<file path="src/rtl/load_store_unit.sv">
// Load/store sequencer between the execute stage and a byte-wide data memory.
// Splits 8/16-bit little-endian transfers into byte accesses and returns one response per request.
module load_store_unit #(
  parameter int ADDR_W   = 7,
  parameter int MEM_SIZE = 128
) (
  input  logic              clk,
  input  logic              reset,
  input  logic              req_valid,
  output logic              req_ready,
  input  logic              req_we,
  input  logic              req_half,
  input  logic              req_signed,
  input  logic [ADDR_W-1:0] req_addr,
  input  logic [15:0]       req_wdata,
  output logic              resp_valid,
  input  logic              resp_ready,
  output logic [15:0]       resp_data,
  output logic              resp_err,
  output logic [ADDR_W-1:0] mem_addr,
  output logic              mem_rd,
  output logic              mem_wr,
  output logic [7:0]        mem_wdata,
  input  logic [7:0]        mem_rdata
);

  typedef enum logic [1:0] {
    IDLE = 2'd0,
    ACC0 = 2'd1,
    ACC1 = 2'd2,
    RESP = 2'd3
  } state_t;

  localparam logic [ADDR_W-1:0] LAST_ADDR = ADDR_W'(MEM_SIZE - 1);
  localparam logic [ADDR_W-1:0] ADDR_ONE  = ADDR_W'(1);

  state_t            state_q, state_d;
  logic              we_q, we_d;
  logic              half_q, half_d;
  logic              signed_q, signed_d;
  logic              err_q, err_d;
  logic [ADDR_W-1:0] addr_q, addr_d;
  logic [15:0]       wdata_q, wdata_d;
  logic [15:0]       data_q, data_d;

  // Next-state and request/data capture logic.
  always_comb begin
    state_d  = state_q;
    we_d     = we_q;
    half_d   = half_q;
    signed_d = signed_q;
    err_d    = err_q;
    addr_d   = addr_q;
    wdata_d  = wdata_q;
    data_d   = data_q;
    case (state_q)
      IDLE: begin
        if (req_valid) begin
          we_d     = req_we;
          half_d   = req_half;
          signed_d = req_signed;
          addr_d   = req_addr;
          wdata_d  = req_wdata;
          data_d   = 16'h0000;
          // A halfword at the last byte would run off the end of memory.
          if (req_half && (req_addr == LAST_ADDR)) begin
            err_d   = 1'b1;
            state_d = RESP;
          end else begin
            err_d   = 1'b0;
            state_d = ACC0;
          end
        end else begin
          state_d = IDLE;
        end
      end
      ACC0: begin
        if (!we_q) begin
          data_d[7:0] = mem_rdata;
        end else begin
          data_d = data_q;
        end
        state_d = half_q ? ACC1 : RESP;
      end
      ACC1: begin
        if (!we_q) begin
          data_d[15:8] = mem_rdata;
        end else begin
          data_d = data_q;
        end
        state_d = RESP;
      end
      RESP: begin
        if (resp_ready) begin
          state_d = IDLE;
        end else begin
          state_d = RESP;
        end
      end
      default: begin
        state_d = IDLE;
      end
    endcase
  end

  // State and request registers.
  always_ff @(posedge clk or posedge reset) begin
    if (reset) begin
      state_q  <= IDLE;
      we_q     <= 1'b0;
      half_q   <= 1'b0;
      signed_q <= 1'b0;
      err_q    <= 1'b0;
      addr_q   <= '0;
      wdata_q  <= 16'h0000;
      data_q   <= 16'h0000;
    end else begin
      state_q  <= state_d;
      we_q     <= we_d;
      half_q   <= half_d;
      signed_q <= signed_d;
      err_q    <= err_d;
      addr_q   <= addr_d;
      wdata_q  <= wdata_d;
      data_q   <= data_d;
    end
  end

  // Memory strobes and response fields decoded from the registered state.
  always_comb begin
    mem_addr   = '0;
    mem_rd     = 1'b0;
    mem_wr     = 1'b0;
    mem_wdata  = 8'h00;
    req_ready  = 1'b0;
    resp_valid = 1'b0;
    resp_data  = 16'h0000;
    resp_err   = 1'b0;
    case (state_q)
      IDLE: begin
        req_ready = 1'b1;
      end
      ACC0: begin
        mem_addr  = addr_q;
        mem_rd    = ~we_q;
        mem_wr    = we_q;
        mem_wdata = we_q ? wdata_q[7:0] : 8'h00;
      end
      ACC1: begin
        mem_addr  = addr_q + ADDR_ONE;
        mem_rd    = ~we_q;
        mem_wr    = we_q;
        mem_wdata = we_q ? wdata_q[15:8] : 8'h00;
      end
      RESP: begin
        resp_valid = 1'b1;
        resp_err   = err_q;
        if (we_q || err_q) begin
          resp_data = 16'h0000;
        end else if (half_q) begin
          resp_data = data_q;
        end else begin
          resp_data = {{8{signed_q & data_q[7]}}, data_q[7:0]};
        end
      end
      default: begin
        req_ready = 1'b0;
      end
    endcase
  end

endmodule

</file>
<file path="config.mk">
export PLATFORM = sky130hd
export DESIGN_NAME = load_store_unit
export DESIGN_NICKNAME = d
export VERILOG_FILES = /design/src/rtl/load_store_unit.sv
export SDC_FILE = /design/constraint.sdc
export NUM_CORES = 1
export LEC_CHECK = 0
export ABC_AREA = 0
export CAP_MARGIN = 20
export CELL_PAD_IN_SITES_DETAIL_PLACEMENT = 1
export CELL_PAD_IN_SITES_GLOBAL_PLACEMENT = 1
export CORE_MARGIN = 2
export CORE_UTILIZATION = 32
export CTS_CLUSTER_SIZE = 24
export DETAILED_ROUTE_END_ITERATION = 7
export PLACE_DENSITY = 0.84
export SETUP_SLACK_MARGIN = 0.4
export SYNTH_ARGS = -nofsm -noshare
export SYNTH_HDL_FRONTEND = slang
export SYNTH_SLANG_ARGS = --single-unit
export TNS_END_PERCENT = 30
</file>
<file path="constraint.sdc">
create_clock -name clk -period 1.6 [get_ports clk]
set_input_delay 0.32 -clock clk [delete_from_list [all_inputs] [get_ports clk]]
set_output_delay 0.32 -clock clk [all_outputs]
set_load 0.01 [all_outputs]
</file>
==> results <==
[where the power goes]
group	leakage, uW	switching [uW]	total [uW]	internal, uW
logic	0.00138	2480	5640	3160
registers	0.000561	390	2050	1660
clock network	0.0000443	366	709	343
total	0.00199	3240	8400	5170
[worst max-delay path by stage]
| stage | end | slack (ns) | cells past startpoint |
|---|---|---|---|
| final | mem_addr[6] | -0.50 | 6 |
| after global routing | mem_addr[6] | -0.58 | 6 |
| after CTS | resp_data[15] | -0.47 | 7 |
| after detailed placement | mem_addr[6] | -0.55 | 6 |
| after global placement | mem_addr[6] | -0.51 | 6 |
| after floorplan | mem_addr[6] | -0.04 | 5 |
[through the flow]
step	std cells	setup WS, ns
2_1_floorplan	224	-0.04138
3_3_place_gp	420	-0.5051
3_5_place_dp	420	-0.5465
4_1_cts	444	-0.4733
5_1_grt	454	-0.5828
6_report	454	-0.5006
[final cells by class]
type | instances | area share
Timing Repair Buffer | 133 | 0.2987
Multi-Input combinational cell | 146 | 0.3602
Sequential cell | 45 | 0.2683
Inverter | 24 | 0.02266
Clock buffer | 7 | 0.02057
Tap cell | 99 | 0.02952
[critical path: cells and delay by family, from the launching register on]
kind,cells,cell delay [ns]
buffers and inverters,2,0.19
flip-flops,1,0.41
AND/OR/NAND/NOR,3,0.56
adder cells (fa/ha/maj),1,0.33
[routing by layer]
| metal | track usage | share of wire |
|---|---|---|
| met5 | 0 | 0 |
| met3 | 0.05532 | 0.041 |
| met1 | 0.2306 | 0.40 |
| met2 | 0.3866 | 0.55 |
| met4 | 0.03846 | 0.013 |
[registers in the layout, summed over array words and instances (netlist names)]
name      count
half_q        1
data_q       16
addr_q        7
state_q       2
wdata_q      16
signed_q      1
we_q          1
err_q         1
[cells in the mapped netlist, drive strengths merged, types with 2 or more instances]
library cell and n:
nand3 4, ha 5, and2 11, nand2 25, nand2b 4, a22oi 8, a21oi 13, dfrtp 45
o21ai 3, inv 24, buf 4, a21o 2, mux2 27, nand4 2, mux2i 16, a211oi 3
nor2 9, clkbuf 5
[what timing repair did]
action	CTS	global route
resized for setup	230	24
setup buffers	17	9
hold buffers	0	0
cloned	0	1
pin swaps	25	16
setup endpoints to repair	81	81
[cells by family (layout without fill, tap and decap cells)]
| kind of cell | after synthesis | in the layout | share of synthesized area |
|---|---|---|---|
| AND/OR/NAND/NOR | 62 | 62 | 0.1362 |
| flip-flops | 45 | 45 | 0.4752 |
| multiplexers | 43 | 43 | 0.1959 |
| AO/OA/AOI/OAI | 36 | 36 | 0.1098 |
| buffers and inverters | 33 | 164 | 0.05649 |
| adder cells (fa/ha/maj) | 5 | 5 | 0.02640 |
==> flow_summary_export.csv <==
group,metric,value,unit
synthesis,ys_top_cells_by_area,"dfrtp_1, mux2_2, mux2i_1, inv_1, nand2_1",
layout,drive_above_1_share,0.5324,
die,die-height,90.06,um
synthesis,synth_edf_count,0,
die,io_pins,74,
routing,first_pass_iters,4,
die,start_util,0.3285,
synthesis,async_reset_ff_frac,1.000,
synthesis,synthFlopType,"dfrtp_1",
worst_setup_path,r2r_start,"state_q[1]",
clock_network,numCtsBuffers,5,
worst_setup_path,cp-startpoint,"state_q[0]",
layout,fill_cells,781,
clock_network,cts_tree,"built",
power_and_ir_drop,power_density,2002,nW/um^2
die,die_w,90.06,um
layout,final_cell_mix,"dfrtp_1, clkdlybuf4s50_1, buf_6",
status,violations,"setup timing",
synthesis,syn_nets,267,
sta,relSlewSlack,0.7803,
clock_network,clock_latency,0.29,ns
global_routing,grt_pass1_wl,13.17,mm
global_routing,grt_max_degree,34,
worst_setup_path,arrival,1.78,ns
clock_network,clock-sinks,45,
worst_setup_path,rrSetupSlack,-0.41,ns
global_routing,antenna_found_initial,0,
place,post-dp-hpwl,5.245,mm
worst_setup_path,reg2reg_depth,9,
sta,fmax,0.4761,GHz
die,design.die.area,8110,sq um
routing,wl,8.099,mm
synthesis,ys_seq_area_frac,0.4752,
power_and_ir_drop,p_leak,0.001986,uW
sta,worst_slack,-0.5006,ns
place,gp_congestion,0.7968,
sta,tns,-18.89,ns
worst_setup_path,cp_slowest_cell,"dfrtp_1",
layout,multi_input_area,1511,sq um
synthesis,netlist.area_leader.share,0.4752,
power_and_ir_drop,power,8402,uW
status,status,"complete, but fails checks",
sta,setup_viol,51,
hold_path,holdCritPathClass,"primary input to async pin",
worst_setup_path,worstSetupEndpointType,"primary output",
synthesis,ys_warn_count,0,
layout,syn_to_final_growth,77.09,%
synthesis,synthCells,224,
die,fp.coreArea,7214,sq um
routing,ant_nets,0,
sta,hold_violations,0,
sta,fin_skew,0.003599,ns
layout,nNetsFinal,398,
synthesis,yosysTopAreaCell,"dfrtp_1",
routing,vias,2197,
worst_setup_path,path_class,"register to primary output",
sta,rsz0062_at_grt,"true",
place,portBuffers,73,
layout,final_area,4197,sq um
power_and_ir_drop,ir_drop,0.0008325,V
clock_network,clockBufferDepth,2,
die,row_count,31,
sta,hold_ws,0.2851,ns
global_routing,grtUsageTotal,0.2045,
worst_setup_path,worstPathRequired,1.28,ns
routing,first_iter_violations,60,
clock_network,htree_levels,2,
synthesis,syn-cell-area,2370,sq um
routing,wire_per_inst,17.84,um
clock_network,clk_pin_slew,0.08,ns
sta,worst_pin_slew,0.3287,ns
routing,drc,0,
clock_network,root_buffer,"clkbuf_8",
sta,finalCritPeriodShare,1.313,
place,place_area,3611,sq um
worst_setup_path,critPathMaxFanout,5,
global_routing,gr-total-overflow,0,
synthesis,synth_cell_types,36,
worst_setup_path,max_stage_delay,0.41,ns
sta,slew_viol_final,0,
sta,post-route-min-period,2.101,ns
layout,post-route-util,0.5817,
worst_setup_path,regToRegEndpoint,"data_q[11]",
worst_setup_path,startpoint_type,"register",
global_routing,grt_pass1_vias,2492,
layout,regArea,1126,sq um
worst_setup_path,path_cells,"inv_2 -> ha_4 -> nand2_4 -> or4_4 -> nand3_2 -> buf_6",
layout,layout_commonest_cell,"dfrtp_1",
synthesis,avgSynthCellArea,10.58,sq um
run,maxCapViolCount,0,
routing,via_per_inst,4.839,
synthesis,ys_ff_latch,45,
layout,n_antenna_cell,0,
No activity file was read; power rests on OpenSTA's default activity.
